==> src/rtl/mux_scan_n.sv <==
// rtl/mux_scan_n.sv - registered N-channel mux with manual select and dwell-timed auto scan
// Optional SKIP_MASK_EN: auto scan visits only channels whose mask bit is set.
module mux_scan_n #(
  parameter int WIDTH = 10,
  parameter int SEL_W = 3,
  parameter int DWELL = 4,
  localparam int CH = 2 ** SEL_W
) (
  input  logic                clk,
  input  logic                reset,
  input  logic                en,
  input  logic                mode,
  input  logic [SEL_W-1:0]    sel_in,
  input  logic [CH*WIDTH-1:0] data_in,
  input  logic [CH-1:0]       mask,
  output logic [WIDTH-1:0]    data_out,
  output logic [SEL_W-1:0]    sel_out,
  output logic [CH-1:0]       strobe_n,
  output logic                valid,
  output logic                wrap
);

  localparam int CNT_W = (DWELL > 1) ? $clog2(DWELL) : 1;
  localparam logic [CNT_W-1:0] LAST = CNT_W'(DWELL - 1);
  localparam logic [SEL_W-1:0] TOP = SEL_W'(CH - 1);

  typedef enum logic {MANUAL, SCAN} state_t;

  state_t             state, state_d;
  logic [SEL_W-1:0]   ptr, ptr_d;
  logic [CNT_W-1:0]   cnt, cnt_d;
  logic               pend, pend_d;
  logic [WIDTH-1:0]   data_d;
  logic [SEL_W-1:0]   sel_d;
  logic [CH-1:0]      strobe_d;
  logic               valid_d, wrap_d;

  logic               entering, any, adv_wrap, adj_wrap;
  logic [SEL_W-1:0]   base, cur, adv;
  logic [CNT_W-1:0]   base_cnt;
  logic [WIDTH-1:0]   ch_data [CH];

  for (genvar k = 0; k < CH; k++) begin : g_unpack
    assign ch_data[k] = data_in[k*WIDTH +: WIDTH];
  end

`ifdef SKIP_MASK_EN
  // First set mask bit strictly after p, circularly; returns p itself if only p is set.
  function automatic logic [SEL_W-1:0] next_set(input logic [SEL_W-1:0] p,
                                                input logic [CH-1:0] m);
    logic [SEL_W-1:0] r, idx;
    logic found;
    r = p;
    found = 1'b0;
    for (int i = 1; i <= CH; i++) begin
      idx = p + SEL_W'(i);
      if (!found && m[idx]) begin
        r = idx;
        found = 1'b1;
      end
    end
    return r;
  endfunction
`else
  logic unused_mask;
  assign unused_mask = ^mask;
`endif

  always_comb begin
    state_d  = state;
    ptr_d    = ptr;
    cnt_d    = cnt;
    pend_d   = pend;
    data_d   = data_out;
    sel_d    = sel_out;
    valid_d  = 1'b0;
    strobe_d = '1;
    wrap_d   = 1'b0;
    entering = 1'b0;
    any      = 1'b1;
    base     = '0;
    base_cnt = '0;
    cur      = '0;
    adv      = '0;
    adv_wrap = 1'b0;
    adj_wrap = 1'b0;

    if (en) begin
      if (!mode) begin
        state_d  = MANUAL;
        ptr_d    = '0;
        cnt_d    = '0;
        pend_d   = 1'b0;
        data_d   = ch_data[sel_in];
        sel_d    = sel_in;
        valid_d  = 1'b1;
        strobe_d = ~(CH'(1) << sel_in);
      end else begin
        state_d  = SCAN;
        entering = (state == MANUAL);
        base     = entering ? '0 : ptr;
        base_cnt = entering ? '0 : cnt;
`ifdef SKIP_MASK_EN
        any      = |mask;
        cur      = mask[base] ? base : next_set(base, mask);
        adj_wrap = !mask[base] && (cur < base);
        adv      = next_set(cur, mask);
        adv_wrap = (adv <= cur);
`else
        cur      = base;
        adv      = cur + 1'b1;
        adv_wrap = (cur == TOP);
`endif
        if (!any) begin
          // Nothing to scan: park the pointer and keep the last captured data.
          ptr_d = base;
          cnt_d = base_cnt;
        end else begin
          data_d   = ch_data[cur];
          sel_d    = cur;
          valid_d  = 1'b1;
          strobe_d = ~(CH'(1) << cur);
          wrap_d   = (pend && !entering) || adj_wrap;
          if (base_cnt == LAST) begin
            cnt_d  = '0;
            ptr_d  = adv;
            pend_d = adv_wrap;
          end else begin
            cnt_d  = base_cnt + 1'b1;
            ptr_d  = cur;
            pend_d = 1'b0;
          end
        end
      end
    end
  end

  always_ff @(posedge clk) begin
    if (reset) begin
      state    <= MANUAL;
      ptr      <= '0;
      cnt      <= '0;
      pend     <= 1'b0;
      data_out <= '0;
      sel_out  <= '0;
      strobe_n <= '1;
      valid    <= 1'b0;
      wrap     <= 1'b0;
    end else begin
      state    <= state_d;
      ptr      <= ptr_d;
      cnt      <= cnt_d;
      pend     <= pend_d;
      data_out <= data_d;
      sel_out  <= sel_d;
      strobe_n <= strobe_d;
      valid    <= valid_d;
      wrap     <= wrap_d;
    end
  end

endmodule

==> config.mk <==
export PLATFORM = sky130hd
export DESIGN_NAME = mux_scan_n
export DESIGN_NICKNAME = d
export VERILOG_FILES = /design/src/rtl/mux_scan_n.sv
export SDC_FILE = /design/constraint.sdc
export NUM_CORES = 1
export LEC_CHECK = 0
export CORE_MARGIN = 8
export CORE_UTILIZATION = 35
export DETAILED_ROUTE_END_ITERATION = 10
export PLACE_DENSITY = 0.68
export REMOVE_ABC_BUFFERS = 1
export SYNTH_ARGS = -nofsm -noshare
export SYNTH_HDL_FRONTEND = slang
export SYNTH_SLANG_ARGS = --single-unit
export TNS_END_PERCENT = 10
==> constraint.sdc <==
create_clock -name clk -period 4.5 [get_ports clk]
set_clock_uncertainty 0.15 [all_clocks]
set_input_delay 1.35 -clock clk [delete_from_list [all_inputs] [get_ports clk]]
set_output_delay 1.35 -clock clk [all_outputs]
set_load 0.01 [all_outputs]
==> flow_summary.yaml, run 1 <==
cts:
  clock-sinks: 30
  cts_buffers: 5
  clock_latency_ns: 0.28
  h-tree-depth: 2
  cts-root-buf: "clkbuf_8"
  post-cts-setup-buffers: 0
  tritoncts: "yes"
  clk_pin_slew_ns: 0.06
  cts_resized: 0
  clock_path_buffers: 2
  hold_buffers: 0
cells_and_area:
  fillers: 756
  drive_above_1_share: 0.0515
  final_cell_mix: "clkdlybuf4s50_1, mux2i_1, a22oi_1, dfxtp_1, nor2_1"
  antennaDiodeCount: 0
  final_common_cell: "clkdlybuf4s50_1"
  area_delta_synth_final_pct: 42.7
  nets: 525
global_route:
  grt_pass1_wl_mm: 16.2
  antenna_found_initial: 0
  grt_pass1_vias: 3219
  grtUsageMet2: 0.294
  use_met3: 0.0504
  grt-ovfl-total: 0
  gr-usage-all-layers: 0.179
  grt-busiest-layer: "met2"
  grt_max_degree: 51
  grtUsageMet1: 0.223
route:
  ant_nets: 0
  drt_wl_total_mm: 10.2
  vias_per_cell: 5.84
  dr_total_vias: 3089
  dr.pass1.iters: 5
  drt_iter0_drc: 252
  drc: 0
  routedWlPerCell_um: 19.3
sta:
  fin_crit_ns: 3.21
  period_share: 0.714
  drv_slew: 0
  worst_pin_slew_ns: 1.15
  setup_viol: 0
  relSlewSlack: 0.235
  hold_viol_final: 0
  hold_ws_ns: 0.311
  rsz0062_at_grt: "no"
  fin_setup_tns_ns: 0
  max_freq_ghz: 0.311
worst_setup_path:
  critPathBufInv: 2
  cp-start-kind: "primary input"
  max_stage_delay_ns: 0.68
  crit_required_ns: 4.52
  path_cells: "clkdlybuf4s50_1 -> nor2b_1 -> buf_4 -> a22oi_1 -> a31oi_1 -> o21ai_1"
  slowest_stage: "clkdlybuf4s50_1"
  crit_family: "buffers and inverters"
  worstPathArrival_ns: 3.23
  crit_fanout: 9
  criticalPathCategory: "in -> reg"
  critPathCaptureType: "flop"
logic_synthesis:
  async_flop_share: 0
  synth_top_area_cell: "mux2i_1"
  ys_warn_count: 0
  synth_top_area_frac: 0.221
  ys_types: 38
  avgSynthCellArea_um2: 8.23
  synth_ff_type: "dfxtp_1"
  syn_area_mm2: 0.00277
  ys_seq_area_frac: 0.217
  syn_inst: 336
  synth_edf_count: 0
  ys_seq_elements: 30
  synth_area_leaders: "mux2i_1, dfxtp_1, a22oi_1, nor2_1, buf_2"
worst_hold_path:
  holdCritPathClass: "reg -> reg"
place:
  hpwlAfterDp_mm: 7.40
  gp_congestion: 0.851
  io_buffers: 109
die:
  die_w_um: 105
  rows: 32
  ioPinCount: 118
  dieArea_mm2: 0.0110
  die_h_um: 105
  core_area_mm2: 0.00769
  start_util: 0.360
power_and_ir_drop:
  power.density_mw_per_mm2: 189
  p_leak_nw: 1.49
  ir_drop_mv: 0.101
run_status:
  status: "completed"
run:
  cap_violations: 0
## registers in the layout (all words and copies together), names as in the netlist
| register | cells |
|---|---|
| sel_out | 3 |
| strobe_n | 8 |
| state | 1 |
| cnt | 2 |
| ptr | 3 |
| pend | 1 |
| valid | 1 |
| data_out | 10 |
| wrap | 1 |
## cell type report
| class | instances | area, um^2 | area share |
|---|---|---|---|
| clock buffer | 6 | 82.6 | 0.0209 |
| inverter | 4 | 15.0 | 0.00380 |
| multi-input combinational | 268 | 1960 | 0.496 |
| sequential | 30 | 602 | 0.153 |
| tap | 102 | 128 | 0.0323 |
| timing repair buffer | 119 | 1160 | 0.294 |
## stage by stage
step                area, um^2  utilization  total power, mW  cells  setup WS, ns
floorplan                 2570            -            0.380    302          1.98
global placement          3860        0.503            0.532    523          1.03
detailed placement        3860        0.503            0.535    523          1.03
CTS                       3950        0.513            0.750    529          1.31
global route              3950        0.513            0.786    529          1.16
finish                    3950        0.513            0.746    529          1.29
## worst paths after layout
path,from,end,slack [ns],cells after the start
worst max-delay path,sel_in[1],data_out[5]$_SDFFE_PP0P_,1.29,6
worst max register to register,state$_SDFFE_PP0P_,data_out[7]$_SDFFE_PP0P_,1.93,5
worst min-delay path,pend$_SDFFE_PP0P_,wrap$_SDFF_PP0_,0.31,2
worst min register to register,pend$_SDFFE_PP0P_,wrap$_SDFF_PP0_,0.31,2
## logic make-up after synthesis
kind of cell / count (synthesis) / synth area share
buffers and inverters: 38 / 0.0751
DFF: 30 / 0.217
adders and majority gates: 2 / 0.00904
and+or+nand+nor: 93 / 0.183
muxes: 63 / 0.237
AOI/OAI and AO/OA: 110 / 0.279
## routing by layer
layer | wire length, um | share of wire | vias up
li1 | - | - | 1469
met1 | 4320 | 0.42 | 1424
met2 | 4770 | 0.47 | 176
met3 | 923 | 0.091 | 20
met4 | 184 | 0.018 | 0
met5 | 0 | 0 | -
## synthesized netlist by cell type, types with 2 or more instances
master	n
o32ai_1	5
nor3b_1	11
inv_1	3
mux2i_1	61
nand2b_1	9
nand2_1	18
or3_1	2
a221oi_1	2
a221o_1	8
nand3_1	4
a31oi_1	10
buf_2	19
and2_1	6
nor2_1	27
a21oi_1	15
dfxtp_1	30
o21bai_1	10
clkbuf_1	7
o21ai_0	5
nor2b_1	2
mux4_2	2
o21ai_1	10
and3_1	2
a22oi_1	31
buf_6	2
a211oi_1	10
ha_1	2
buf_4	4
and3b_1	10
## where the power goes
part	internal, mW	switching (mW)
combinational	0.140	0.105
sequential	0.277	0.00876
clock	0.118	0.0969
## tightest hold or removal path, stage by stage (launching register included)
cell and delay [ns]:
dfxtp_1 0.31, nand3_1 0.06, nor2_1 0.04
No activity file was read; power rests on OpenSTA's default activity.
==> run 2: changes to the inputs <==
==> constraint.sdc (replaced) <==
create_clock -name clk -period 2.98 [get_ports clk]
set_clock_uncertainty 0.15 [all_clocks]
set_input_delay 0.894 -clock clk [delete_from_list [all_inputs] [get_ports clk]]
set_output_delay 0.894 -clock clk [all_outputs]
set_load 0.01 [all_outputs]
==> run 2 against run 1 <==
  * Core utilization up 0.96 points
  * Clock power increased by 41%
  * Via count grew 0.97%
  * Global-route usage rose by 0.090 points
  * Die area did not move
  * Worst hold slack worse by 0.0042 ns
  * Power is 49% higher
  * Non-clock buffer count up 9
==> flow_summary.yaml, run 2 (synthesized netlist as in run 1, its figures left out) <==
place:
  gp_congestion: 0.860
  dpl.cell_count: 532
  place_area_mm2: 0.00394
  io_buffers: 109
  hpwlAfterDp_mm: 7.52
run_status:
  status: "completed"
run:
  cap_violations: 0
worst_setup_path:
  cp-startpoint: "mode"
  cp-start-kind: "primary input"
  crit_fanout: 11
  worstPathArrival_ns: 2.63
  crit_required_ns: 3.04
  criticalPathCategory: "in -> reg"
  rr_startpoint: "ptr[0]$_SDFFE_PP0P_"
  critPathCaptureType: "flop"
  r2r_cells: 4
cells_and_area:
  register_area_um2: 602
  reg_top3: "data_out x10, strobe_n x8"
  largest_reg_flops: 10
  final_area_mm2: 0.00402
  fillers: 749
  utilization: 0.523
  final_cell_mix: "clkdlybuf4s50_1, mux2i_1, a22oi_1, dfxtp_1, nor2_1"
  top_register: "data_out"
  finalNonFillerCells: 539
  multiInputGateArea_mm2: 0.00196
  final_common_cell: "clkdlybuf4s50_1"
  drive_above_1_share: 0.0686
  antennaDiodeCount: 0
  area_delta_synth_final_pct: 45.3
  nets: 534
sta:
  fin_setup_tns_ns: 0
  fin_crit_ns: 2.56
  rsz0062_at_grt: "no"
  drv_slew: 0
  hold_ws_ns: 0.307
  worst_pin_slew_ns: 0.933
  period_share: 0.861
  setup_viol: 0
  max_freq_ghz: 0.390
  relSlewSlack: 0.376
  hold_viol_final: 0
die:
  rows: 32
  core_area_mm2: 0.00769
  dieArea_mm2: 0.0110
  start_util: 0.360
  die_h_um: 105
  ioPinCount: 118
  die_w_um: 105
worst_hold_path:
  holdCritPathClass: "reg -> reg"
  min_from: "cnt[1]$_SDFFE_PP0P_"
  hold_depth: 2
cts:
  cts_resized: 0
  tritoncts: "yes"
  clock-sinks: 30
  clk_pin_slew_ns: 0.06
  cts-root-buf: "clkbuf_8"
  post-cts-setup-buffers: 0
  clock_path_buffers: 2
  h-tree-depth: 2
  clock_latency_ns: 0.28
  hold_buffers: 0
  cts_buffers: 5
global_route:
  antenna_found_initial: 0
  grt_max_degree: 41
  grt-ovfl-total: 0
  grt_pass1_wl_mm: 16.6
  gr-usage-all-layers: 0.180
  grt_pass1_vias: 3273
route:
  dr.pass1.iters: 5
  routedWlPerCell_um: 18.6
  dr_total_vias: 3119
  vias_per_cell: 5.79
  drt_iter0_drc: 198
  ant_nets: 0
  drt_wl_total_mm: 10.0
  drc: 0
power_and_ir_drop:
  power.density_mw_per_mm2: 276
  p_leak_nw: 1.54
  ir_drop_mv: 0.142
==> run 2: cell count changes in the layout (fill, tap and decap cells not counted) <==
cell      change
buf_12        +1
clkbuf_1      +2
clkbuf_8      -1
buf_4         +8
==> run 2: through the flow <==
stage          setup WS [ns]  total power, mW
6_report               0.415             1.11
5_1_grt                0.228             1.17
4_1_cts                0.359             1.12
3_5_place_dp          0.0745            0.816
3_3_place_gp          0.0725            0.811
2_1_floorplan          0.462            0.574
==> run 2: routing by layer <==
layer | GRT usage | up-vias | share of wire
met1 | 0.227 | 1472 | 0.44
li1 | - | 1481 | -
met2 | 0.301 | 151 | 0.48
met5 | 0 | - | 0
met4 | 0.0428 | 0 | 0.011
met3 | 0.0424 | 15 | 0.073
==> run 2: cell type report <==
class | count | share of cell area
Clock buffer | 7 | 0.0190
Timing Repair Buffer | 128 | 0.309
Tap cell | 102 | 0.0317
Inverter | 4 | 0.00373
Sequential cell | 30 | 0.150
Multi-Input combinational cell | 268 | 0.487
==> run 2: path summary, 6_finish.rpt <==
check	slack (ns)	endpoint
min reg2reg	0.31	cnt[1]$_SDFFE_PP0P_
min	0.31	cnt[1]$_SDFFE_PP0P_
max reg2reg	0.89	data_out[0]$_SDFFE_PP0P_
max	0.42	data_out[1]$_SDFFE_PP0P_
==> run 2: critical path: stages <==
cell and delay, ns:
clkdlybuf4s50_1 0.63, nor2_1 0.82, a31oi_1 0.16, o21ai_1 0.12
==> run 2: report_power, final <==
part | internal, mW | switching, mW | total [mW]
Sequential | 0.419 | 0.00756 | 0.426
Clock | 0.160 | 0.142 | 0.302
Combinational | 0.218 | 0.164 | 0.382
Total | 0.797 | 0.313 | 1.11
